===== src/rtl/ltcdrw_seq_if.sv =====
// ltcdrw_seq_if: bus bundle around the frame-scan sequencer.
//   Lattice RAM read port : mem_rd_en, mem_addr, mem_rd_data
//   ltcdrw converter link : ltc_in (to converter), ltc_out (from converter, {pix1, pix0})
//   ARGB pixel stream     : pix_valid, pix_ready, pix_data, pix_last
// Modports:
//   master - the sequencer side (drives reads, converter input and the pixel stream)
//   slave  - the environment side (RAM, converter, pixel sink)
interface ltcdrw_seq_if #(
  parameter int unsigned ADDR_W = 12
);
  logic              mem_rd_en;
  logic [ADDR_W-1:0] mem_addr;
  logic [63:0]       mem_rd_data;
  logic [63:0]       ltc_in;
  logic [63:0]       ltc_out;
  logic              pix_valid;
  logic              pix_ready;
  logic [31:0]       pix_data;
  logic              pix_last;

  modport master (
    output mem_rd_en, mem_addr, ltc_in, pix_valid, pix_data, pix_last,
    input  mem_rd_data, ltc_out, pix_ready
  );

  modport slave (
    input  mem_rd_en, mem_addr, ltc_in, pix_valid, pix_data, pix_last,
    output mem_rd_data, ltc_out, pix_ready
  );
endinterface


===== src/rtl/ltcdrw_seq.sv =====
// ltcdrw_seq: frame-scan sequencer for the lattice-to-ARGB draw path.
// On start it reads WORDS lattice words (addresses 0..WORDS-1), routes each returned word
// through the external ltcdrw converter, buffers the converted {pix1, pix0} words in a small
// FIFO and emits them as 32-bit ARGB pixels (low half first) on a valid/ready stream.
// Ports:
//   clk, rst     - clock (rising edge), asynchronous active-high reset
//   start        - 1-cycle pulse, begins a frame scan (ignored unless idle)
//   abort        - only with LTCDRW_SEQ_ABORT_EN: drop the current frame, no done pulse
//   busy         - high from start accept until the frame completes (or flush ends)
//   done         - 1-cycle pulse the cycle after the last pixel is accepted
//   bus (master) - lattice RAM read port, ltcdrw link and pixel stream (see ltcdrw_seq_if)
// Configuration macro: LTCDRW_SEQ_ABORT_EN adds the abort port and the FLUSH state.
module ltcdrw_seq #(
  parameter int unsigned WORDS  = 4096,
  parameter int unsigned ADDR_W = 12,
  parameter int unsigned RD_LAT = 2,
  parameter int unsigned DEPTH  = 4
) (
  input  logic         clk,
  input  logic         rst,
  input  logic         start,
`ifdef LTCDRW_SEQ_ABORT_EN
  input  logic         abort,
`endif
  output logic         busy,
  output logic         done,
  ltcdrw_seq_if.master bus
);

  localparam int unsigned PtrW = $clog2(DEPTH);
  localparam int unsigned CntW = $clog2(DEPTH + 1);
  localparam logic [ADDR_W-1:0] LastAddr = ADDR_W'(WORDS - 1);

`ifdef LTCDRW_SEQ_ABORT_EN
  typedef enum logic [1:0] {StIdle, StRun, StDrain, StFlush} state_e;
`else
  typedef enum logic [1:0] {StIdle, StRun, StDrain} state_e;
`endif

  state_e            state_q;
  logic              rd_en_q;
  logic [ADDR_W-1:0] addr_q;
  logic [RD_LAT-1:0] vld_q;      // one bit per read still travelling through the RAM
  logic [CntW-1:0]   occ_q;      // words issued and not yet popped (in flight + buffered)
  logic [CntW-1:0]   count_q;
  logic [PtrW-1:0]   wr_ptr_q;
  logic [PtrW-1:0]   rd_ptr_q;
  logic [63:0]       fifo_q [DEPTH];
  logic              half_q;
  logic [ADDR_W-1:0] pop_cnt_q;  // index of the word at the FIFO head
  logic              done_q;

  logic              pix_valid;
  logic              xfer;
  logic              push;
  logic              pop;
  logic              is_last;
  logic              issue;
  logic              can_issue;
  logic              abort_req;
  logic              flushing;
  logic [ADDR_W-1:0] issue_addr;
  logic [CntW-1:0]   occ_after;
  logic [63:0]       head;

`ifdef LTCDRW_SEQ_ABORT_EN
  assign abort_req = abort & ((state_q == StRun) | (state_q == StDrain));
  assign flushing  = (state_q == StFlush);
`else
  assign abort_req = 1'b0;
  assign flushing  = 1'b0;
`endif

  assign head      = fifo_q[rd_ptr_q];
  assign pix_valid = (count_q != '0);
  assign xfer      = pix_valid & bus.pix_ready;
  assign pop       = xfer & half_q;
  assign push      = vld_q[RD_LAT-1] & ~flushing & ~abort_req;
  assign is_last   = pix_valid & half_q & (pop_cnt_q == LastAddr);

  // Credit check counts this cycle's pop, so a word leaving the head frees a slot
  // immediately and 1 pixel/clk is sustained; a returned word always finds room.
  assign occ_after  = occ_q - CntW'(pop);
  assign can_issue  = (occ_after < CntW'(DEPTH));
  assign issue_addr = (state_q == StIdle) ? '0 : addr_q + ADDR_W'(1);

  always_comb begin
    issue = 1'b0;
    unique case (state_q)
      StIdle:  issue = start;
      StRun:   issue = can_issue & ~abort_req;
      default: issue = 1'b0;
    endcase
  end

  always_ff @(posedge clk or posedge rst) begin
    if (rst) begin
      state_q   <= StIdle;
      rd_en_q   <= 1'b0;
      addr_q    <= '0;
      vld_q     <= '0;
      occ_q     <= '0;
      count_q   <= '0;
      wr_ptr_q  <= '0;
      rd_ptr_q  <= '0;
      half_q    <= 1'b0;
      pop_cnt_q <= '0;
      done_q    <= 1'b0;
    end else begin
      done_q  <= 1'b0;
      rd_en_q <= issue;
      vld_q   <= (vld_q << 1) | RD_LAT'(rd_en_q);
      if (issue) begin
        addr_q <= issue_addr;
      end
      if (abort_req) begin
`ifdef LTCDRW_SEQ_ABORT_EN
        state_q <= StFlush;
`endif
        occ_q     <= '0;
        count_q   <= '0;
        wr_ptr_q  <= '0;
        rd_ptr_q  <= '0;
        half_q    <= 1'b0;
        pop_cnt_q <= '0;
      end else begin
        occ_q   <= occ_after + CntW'(issue);
        count_q <= count_q + CntW'(push) - CntW'(pop);
        if (push) begin
          wr_ptr_q <= wr_ptr_q + PtrW'(1);
        end
        if (pop) begin
          rd_ptr_q  <= rd_ptr_q + PtrW'(1);
          pop_cnt_q <= pop_cnt_q + ADDR_W'(1);
        end
        if (xfer) begin
          half_q <= ~half_q;
        end
        unique case (state_q)
          StIdle: begin
            if (start) begin
              state_q   <= (issue_addr == LastAddr) ? StDrain : StRun;
              half_q    <= 1'b0;
              pop_cnt_q <= '0;
            end
          end
          StRun: begin
            if (issue && (issue_addr == LastAddr)) begin
              state_q <= StDrain;
            end
          end
          StDrain: begin
            if (pop && is_last) begin
              state_q <= StIdle;
              done_q  <= 1'b1;
            end
          end
`ifdef LTCDRW_SEQ_ABORT_EN
          StFlush: begin
            // Stale returns are already discarded via push; wait until none remain.
            if (vld_q == '0) begin
              state_q <= StIdle;
            end
          end
`endif
          default: state_q <= StIdle;
        endcase
      end
    end
  end

  // Storage needs no reset: occupancy is tracked by count_q and the output is gated.
  always_ff @(posedge clk) begin
    if (push) begin
      fifo_q[wr_ptr_q] <= bus.ltc_out;
    end
  end

  assign bus.mem_rd_en = rd_en_q;
  assign bus.mem_addr  = addr_q;
  assign bus.ltc_in    = bus.mem_rd_data;
  assign bus.pix_valid = pix_valid;
  assign bus.pix_data  = pix_valid ? (half_q ? head[63:32] : head[31:0]) : '0;
  assign bus.pix_last  = is_last;
  assign busy          = (state_q != StIdle);
  assign done          = done_q;

endmodule


===== src/flat_wrapper.sv =====
// flat-port wrapper written by rule: the top's interface ports become plain ports
module ltcdrw_seq_flat 
#(
  parameter int unsigned WORDS  = 4096,
  parameter int unsigned ADDR_W = 12,
  parameter int unsigned RD_LAT = 2,
  parameter int unsigned DEPTH  = 4
)
  (clk, rst, start, busy, done, bus_mem_rd_en, bus_mem_addr, bus_ltc_in, bus_pix_valid, bus_pix_data, bus_pix_last, bus_mem_rd_data, bus_ltc_out, bus_pix_ready);
  ltcdrw_seq_if #(.ADDR_W(ADDR_W)) bus_i ();
  input  logic clk;
  input  logic rst;
  input  logic start;
  output logic busy;
  output logic done;
  output wire logic [$bits(bus_i.mem_rd_en)-1:0] bus_mem_rd_en;
  output wire logic [$bits(bus_i.mem_addr)-1:0] bus_mem_addr;
  output wire logic [$bits(bus_i.ltc_in)-1:0] bus_ltc_in;
  output wire logic [$bits(bus_i.pix_valid)-1:0] bus_pix_valid;
  output wire logic [$bits(bus_i.pix_data)-1:0] bus_pix_data;
  output wire logic [$bits(bus_i.pix_last)-1:0] bus_pix_last;
  input wire logic [$bits(bus_i.mem_rd_data)-1:0] bus_mem_rd_data;
  input wire logic [$bits(bus_i.ltc_out)-1:0] bus_ltc_out;
  input wire logic [$bits(bus_i.pix_ready)-1:0] bus_pix_ready;
  assign bus_mem_rd_en = bus_i.mem_rd_en;
  assign bus_mem_addr = bus_i.mem_addr;
  assign bus_ltc_in = bus_i.ltc_in;
  assign bus_pix_valid = bus_i.pix_valid;
  assign bus_pix_data = bus_i.pix_data;
  assign bus_pix_last = bus_i.pix_last;
  assign bus_i.mem_rd_data = bus_mem_rd_data;
  assign bus_i.ltc_out = bus_ltc_out;
  assign bus_i.pix_ready = bus_pix_ready;
  ltcdrw_seq #(.WORDS(WORDS), .ADDR_W(ADDR_W), .RD_LAT(RD_LAT), .DEPTH(DEPTH)) u_core (.clk(clk), .rst(rst), .start(start), .busy(busy), .done(done), .bus(bus_i));
endmodule

===== config.mk =====
export PLATFORM = sky130hd
export DESIGN_NAME = ltcdrw_seq_flat
export DESIGN_NICKNAME = d
export VERILOG_FILES = /design/src/rtl/ltcdrw_seq_if.sv /design/src/rtl/ltcdrw_seq.sv /design/src/flat_wrapper.sv
export SDC_FILE = /design/constraint.sdc
export NUM_CORES = 1
export LEC_CHECK = 0
export CAP_MARGIN = 20
export CORE_MARGIN = 5
export CORE_UTILIZATION = 56
export CTS_CLUSTER_DIAMETER = 200
export DETAILED_ROUTE_END_ITERATION = 16
export GPL_ROUTABILITY_DRIVEN = 1
export PLACE_DENSITY = 0.83
export REMOVE_ABC_BUFFERS = 1
export SLEW_MARGIN = 20
export SYNTH_ARGS = -nofsm -noshare
export SYNTH_HDL_FRONTEND = slang
export SYNTH_SLANG_ARGS = --single-unit
export TNS_END_PERCENT = 10

===== constraint.sdc =====
create_clock -name clk -period 8.2 [get_ports clk]
set_input_delay 1.23 -clock clk [delete_from_list [all_inputs] [get_ports clk]]
set_output_delay 1.23 -clock clk [all_outputs]
set_load 0.01 [all_outputs]

After elaboration in Yosys (flattened, before gate mapping)
Memories as Yosys holds them, arrays and structs flattened.
Index checks and enable logic that the tools add are counted.
{ "word_totals": {"register_bits": 41, "wordCells": 59, "ramBits": 256, "mem_count": 1, "output_inout_bits": 113} }
{ "op_classes": {"n_addsub": 8, "reduce_logical": 6, "eq_ne": 7, "bitwise": 6, "n_mux": 19, "order_cmp": 1} }
{ "memory_table": {"columns": ["memory", "depth", "width", "rd", "rd_clocked_by_memory_dff", "wr", "line", "source"], "rows": [
  ["u_core.fifo_q", 4, 64, 1, 0, 1, "ltcdrw_seq.sv:48", "logic [63:0] fifo_q [DEPTH];"]
]} }
{ "ops": {"columns": ["operator", "count"], "rows": [
  ["32-bit 2-to-1 mux", 2],
  ["12-bit 2-to-1 mux", 4],
  ["12-bit by 1-bit adder with 12-bit output (second input constant)", 2],
  ["12-bit == test (second input constant)", 2],
  ["2-bit 2-to-1 mux", 4],
  ["1-bit 2-to-1 mux", 7],
  ["3-bit by 1-bit adder with 3-bit output", 2],
  ["2-bit case mux with 3 select lines", 1],
  ["3-bit by 1-bit subtractor with 3-bit output", 2],
  ["2-bit by 1-bit adder with 2-bit output (second input constant)", 2],
  ["1-bit bitwise AND", 4],
  ["2-bit by 1-bit inequality test with 1-bit output (second input constant)", 2],
  ["3-bit less-than comparator (second input constant)", 1],
  ["3-bit AND reduction", 1],
  ["3-bit nonzero test", 1],
  ["2-bit by 1-bit == test with 1-bit output (second input constant)", 1],
  ["2-bit == test (second input constant)", 1],
  ["1-bit logical AND", 2],
  ["2-bit zero test", 1],
  ["2-bit inequality test (second input constant)", 1],
  ["2-bit by 1-bit bitwise OR with 2-bit output", 1],
  ["1-bit case mux with 2 select lines", 1],
  ["2-bit nonzero test", 1],
  ["1-bit NOT", 1]
]} }

Depth between registers and ports, before layout
{ "logic_depth": {"ltp_word": 9, "mapped_depth": 13, "depth_no_buf": 12} }

Worst setup path before layout
Ideal clock, no wire load.
{ "synth_path": {"path_kind": "in2reg", "startpoint": "input bus_pix_ready", "endpoint": "register u_core.occ_q[2]", "required_ns": 8.075, "path_slack_ns": 4.956, "setup_ns": 0.125, "arrival_time_ns": 3.119, "n_path_buf": 1, "stages": 12, "path_cell_list": "nor2b_1 > ha_1 > ha_1 > ha_1 > xnor2_2 > mux2i_1 > or2_1 > buf_2 > inv_2 > ha_1 > ha_1 > xnor2_1"} }
{ "synth_via": {"elab_chain_len": 6} }
{ "synth_lines": {"columns": ["item", "line", "source"], "rows": [
  ["start, declared", "flat_wrapper.sv:24", "input wire logic [$bits(bus_i.pix_ready)-1:0] bus_pix_ready;"],
  ["1-bit bitwise AND", "ltcdrw_seq.sv:76", "assign xfer = pix_valid & bus.pix_ready;"],
  ["1-bit bitwise AND", "ltcdrw_seq.sv:77", "assign pop = xfer & half_q;"],
  ["3-bit by 1-bit subtractor with 3-bit output", "ltcdrw_seq.sv:83", "assign occ_after = occ_q - CntW'(pop);"],
  ["3-bit less-than comparator", "ltcdrw_seq.sv:84", "assign can_issue = (occ_after < CntW'(DEPTH));"],
  ["1-bit case mux with 2 select lines", "ltcdrw_seq.sv:89", "unique case (state_q)"],
  ["net u_core.issue", "ltcdrw_seq.sv:58", "logic issue;"],
  ["3-bit by 1-bit adder with 3-bit output", "ltcdrw_seq.sv:127", "occ_q <= occ_after + CntW'(issue);"],
  ["end signal, assigned", "ltcdrw_seq.sv:127", null],
  ["end, declared", "ltcdrw_seq.sv:44", "logic [CntW-1:0] occ_q;"]
]} }
The timed path passes the listed nets, and every way through them passes these cells.
A chain may end at the register's enable or synchronous reset.

Worst setup path after layout
{ "layout_path": {"startpoint": "register u_core.rd_ptr_q[0]", "endpoint": "output bus_pix_data[26]"} }
{ "layout_via": {"elab_chain_len": 3} }
{ "layout_lines": {"columns": ["item", "line", "source"], "rows": [
  ["start, declared", "ltcdrw_seq.sv:47", "logic [PtrW-1:0] rd_ptr_q;"],
  ["start signal, assigned", "ltcdrw_seq.sv:133", "rd_ptr_q <= rd_ptr_q + PtrW'(1);"],
  ["memory 4 x 64 bit", null, null],
  ["32-bit 2-to-1 mux (2 in a row)", "ltcdrw_seq.sv:183", "assign bus.pix_data = pix_valid ? (half_q ? head[63:32] : head[31:0]) : '0;"],
  ["end, declared", "flat_wrapper.sv:20", "output wire logic [$bits(bus_i.pix_data)-1:0] bus_pix_data;"]
]} }
No other way between the ends.

==> impl_results.md <==
- Rel. slew slack: 33.5%
- RSZ-0062 raised after global routing: false
- Ys async rst share: approximately 14%
- Hold path startpoint: u_core.vld_q[0]
- Area grow syn2layout: 15.8%
- Top achievable clock speed: 222 MHz
- TNS Setup: 0 ns
- Largest net degree at the start of global routing: 65
- Inst Count DP: about 1.0k
- PD cells: 299 mW/mm^2
- Max VDD drop: 208 uV
- Ys flop type: edfxtp_1
- Final WL: 27,900 um
- IO buf count: 116
- Final Util: around two thirds
- Hold Fails Final Rpt: 0
- Critical Path Fanout Max: 33
- Critical Path Sink Type: output port
- Length of the first detailed-routing pass in iterations: 5
- Reg area: 0.00872 mm^2
- Placement Rows: 54
- Reg2Reg Setup Slack: ~5 ns
- Initial antenna violation count: 1
- Number of clock sinks: 297
- Clk_lat worst skew: 0.56 ns
- GRT Util Overall: 22.7%
- Startpoint Class: register
- Critical path data required time: 6.97 ns
- Area occupied by multi-input gates: roughly 0.0030 mm^2
- Main combinational cell family by area after synthesis: multiplexers
- Critical path data arrival time: ~3.3 ns
- Max Cap Viol: 0
- Simple-gate area share of the yosys netlist: under 10%
- Worst reg-to-reg path cell count: 11
- Critical R2R Capture: u_core.bus.mem_addr[11]
- Sequential fraction of the synthesis area: between 70% and 80%
- Crit path time final: 4.51 ns
- Mux contribution to synthesized area: 14.5%
- Worst hold path class: register to register
- Worst slew pin tran: 0.998 ns
- Initial DRC count: roughly 580
- Mapped Area: 0.0123 mm^2
- First-pass GRT wire length: 42,300 um
- Ports: roughly 250
- Global route total overflow: 0
- Ys Warns: 0
- Clk_skew: between 0.02 and 0.03 ns
- Post-Synth Adder-Cell Area: 1.48%
- Clk Tree Root Cell: clkbuf_16
- Routed WL per cell: approximately 26 um
- Final setup vio count: 0
- Vias per cell: 6.04
- CTS buffer count: 30
- DR vias: between 6k and 7k
- Core footprint: 0.0218 mm^2
- Hpwl dp: 17,500 um
- Fin nets: about 900
- Post-CTS Setup Repair Bufs: 0
- Clock-pin slew on the worst setup and hold paths: 0.06 ns
- Die width: 158 um
- Die Span Y: between 150 and 200 um
- Die area: 0.0251 mm^2
- Synth Area in XOR/XNOR: 1.62%
- Starting Density: 56.7%
- Cell count after synthesis: 695
- Complex-gate fraction of the synthesized area: about 1.8%
- Number of gates resized after CTS: 0
- CTS tree: built
- Final slew viol count: 0
- Netlist cell types: 45
- GP Congestion: 0.867
- Tcrit/Tclk final: about 55%
- Residual DRC: 0
- Worst R2R Start: u_core.count_q[1]
- Share of cells above drive strength 1: 16.9%
- H-tree levels: 1
- Leak: between 4 and 5 nW
- Post-synth EDFFs: 256
- Post-route insts no fill: ~1.1k
- Vias in the first global route: 6,871
- Hold worst-path end: u_core.vld_q[1]
- Final antenna-violating net count: 0
- CTS max path bufs: 3
- Fillers: roughly 1.4k
- Status: complete, no violations
- Register bit count reported by yosys: 297
- Setup CP Type: register to output port
- Cts hold-fix bufs: 0
- Average instance area after synthesis: 17.8 um^2
- Hold path cells: 0
## final cells by class
cell class | instances | share of cell area [%]
well taps | 280 | 2.45
diodes | 2 | 0.0350
multi-input cells | 287 | 20.8
inverters | 18 | 0.473
repair buffers | 122 | 8.58
flip-flops and latches | 297 | 61.0
clock buffers | 37 | 5.65
clock inverters | 18 | 1.05
## cells in the mapped netlist (2+ instances only)
library cell    n  share of area (%)
a22o_1          2               0.14
nand2_1        24               0.73
mux4_2         64                 12
xnor2_1        10               0.71
buf_2          10               0.41
o31ai_1         4               0.24
xor2_1         11               0.78
o21ai_0        14               0.57
a21oi_1         3               0.12
nand3_1        10               0.41
buf_1           5               0.15
nand4_1         5               0.25
and4_1          2               0.14
inv_1          17               0.52
nor2b_1         2               0.10
buf_4          66                4.0
ha_1           13                1.3
clkbuf_1       12               0.36
nor3_1          9               0.36
nor4_1          2               0.10
and2_1          5               0.25
nor2_1         51                1.6
edfxtp_1      256                 62
dfrtp_1        41                8.3
a31oi_1         3               0.15
mux2i_1        35                2.8
## state kept, by name, summed over array words and instances, names as in the netlist
name and cells:
u_core.half_q 1, u_core.done 1, u_core.state_q 2, u_core.fifo_q 256
u_core.rd_ptr_q 2, u_core.wr_ptr_q 2, u_core.count_q 3, u_core.bus.mem_addr 12
u_core.pop_cnt_q 12, u_core.occ_q 3, u_core.bus.mem_rd_en 1, u_core.vld_q 2
## worst max path at each step
| stage | from | endpoint | slack [ns] | depth (start not counted) |
|---|---|---|---|---|
| floorplan | u_core.rd_ptr_q[0] | bus_pix_data[0] | 3.50 | 3 |
| global placement | u_core.rd_ptr_q[0] | bus_pix_data[5] | 4.04 | 5 |
| detailed placement | u_core.rd_ptr_q[0] | bus_pix_data[5] | 4.00 | 5 |
| CTS | u_core.rd_ptr_q[0] | bus_pix_data[5] | 3.39 | 5 |
| global route | u_core.rd_ptr_q[0] | bus_pix_data[12] | 3.42 | 6 |
| finish | u_core.rd_ptr_q[0] | bus_pix_data[26] | 3.69 | 6 |
## through the flow
step / area [um^2] / worst slack (ns) / power, W / hold WS [ns]
after floorplan: 11700 / 3.50 / 0.00255 / 0.331
final: 14300 / 3.69 / 0.00428 / 0.352
after global routing: 14300 / 3.42 / 0.00449 / 0.364
after global placement: 13300 / 4.04 / 0.00299 / 0.342
after CTS: 14300 / 3.39 / 0.00431 / 0.359
after detailed placement: 13300 / 4.00 / 0.00302 / 0.346
## cells by family after synthesis
logic type      Yosys count
simple gates            120
compound gates           32
mux                      99
buf+inv                 111
flops                   297
xor+xnor                 22
fa+ha+maj                14
## layout by cell type, fill, tap and decap left out, types with 3 or more instances in the layout
master	count
edfxtp_1	256
clkdlybuf4s50_1	116
mux4_2	64
nor2_1	51
dfrtp_1	38
mux2i_1	35
clkbuf_16	30
nand2_1	24
inv_1	17
o21ai_0	14
ha_1	13
xor2_1	11
nand3_1	10
xnor2_1	10
nor3_1	8
clkinv_2	8
nand4_1	5
buf_4	5
o31ai_1	4
and2_4	4
clkinv_1	4
clkbuf_1	4
a21oi_1	3
a31oi_1	3
clkbuf_8	3
## report_power, final
part | switching, W | internal, W | total (W)
clock | 0.000552 | 0.000734 | 0.00129
combinational | 0.000528 | 0.000687 | 0.00122
sequential | 0.0000981 | 0.00168 | 0.00178
total | 0.00118 | 0.00310 | 0.00428
## worst max-delay path, stage by stage (launching register included)
cell,delay (ns)
dfrtp_4,0.65
buf_4,0.43
buf_16,0.30
mux4_2,0.55
mux2i_1,0.21
nor2_1,0.06
clkdlybuf4s50_1,0.50
## metal layers
| layer | up-vias | track usage (%) | share of wire, % |
|---|---|---|---|
| met4 | 6 | 4.67 | 1.5 |
| met1 | 3278 | 30.4 | 39 |
| met5 | - | 6.94 | 0.70 |
| li1 | 2733 | - | - |
| met2 | 343 | 33.3 | 46 |
| met3 | 50 | 11.7 | 13 |
No activity file was read; power rests on OpenSTA's default activity.
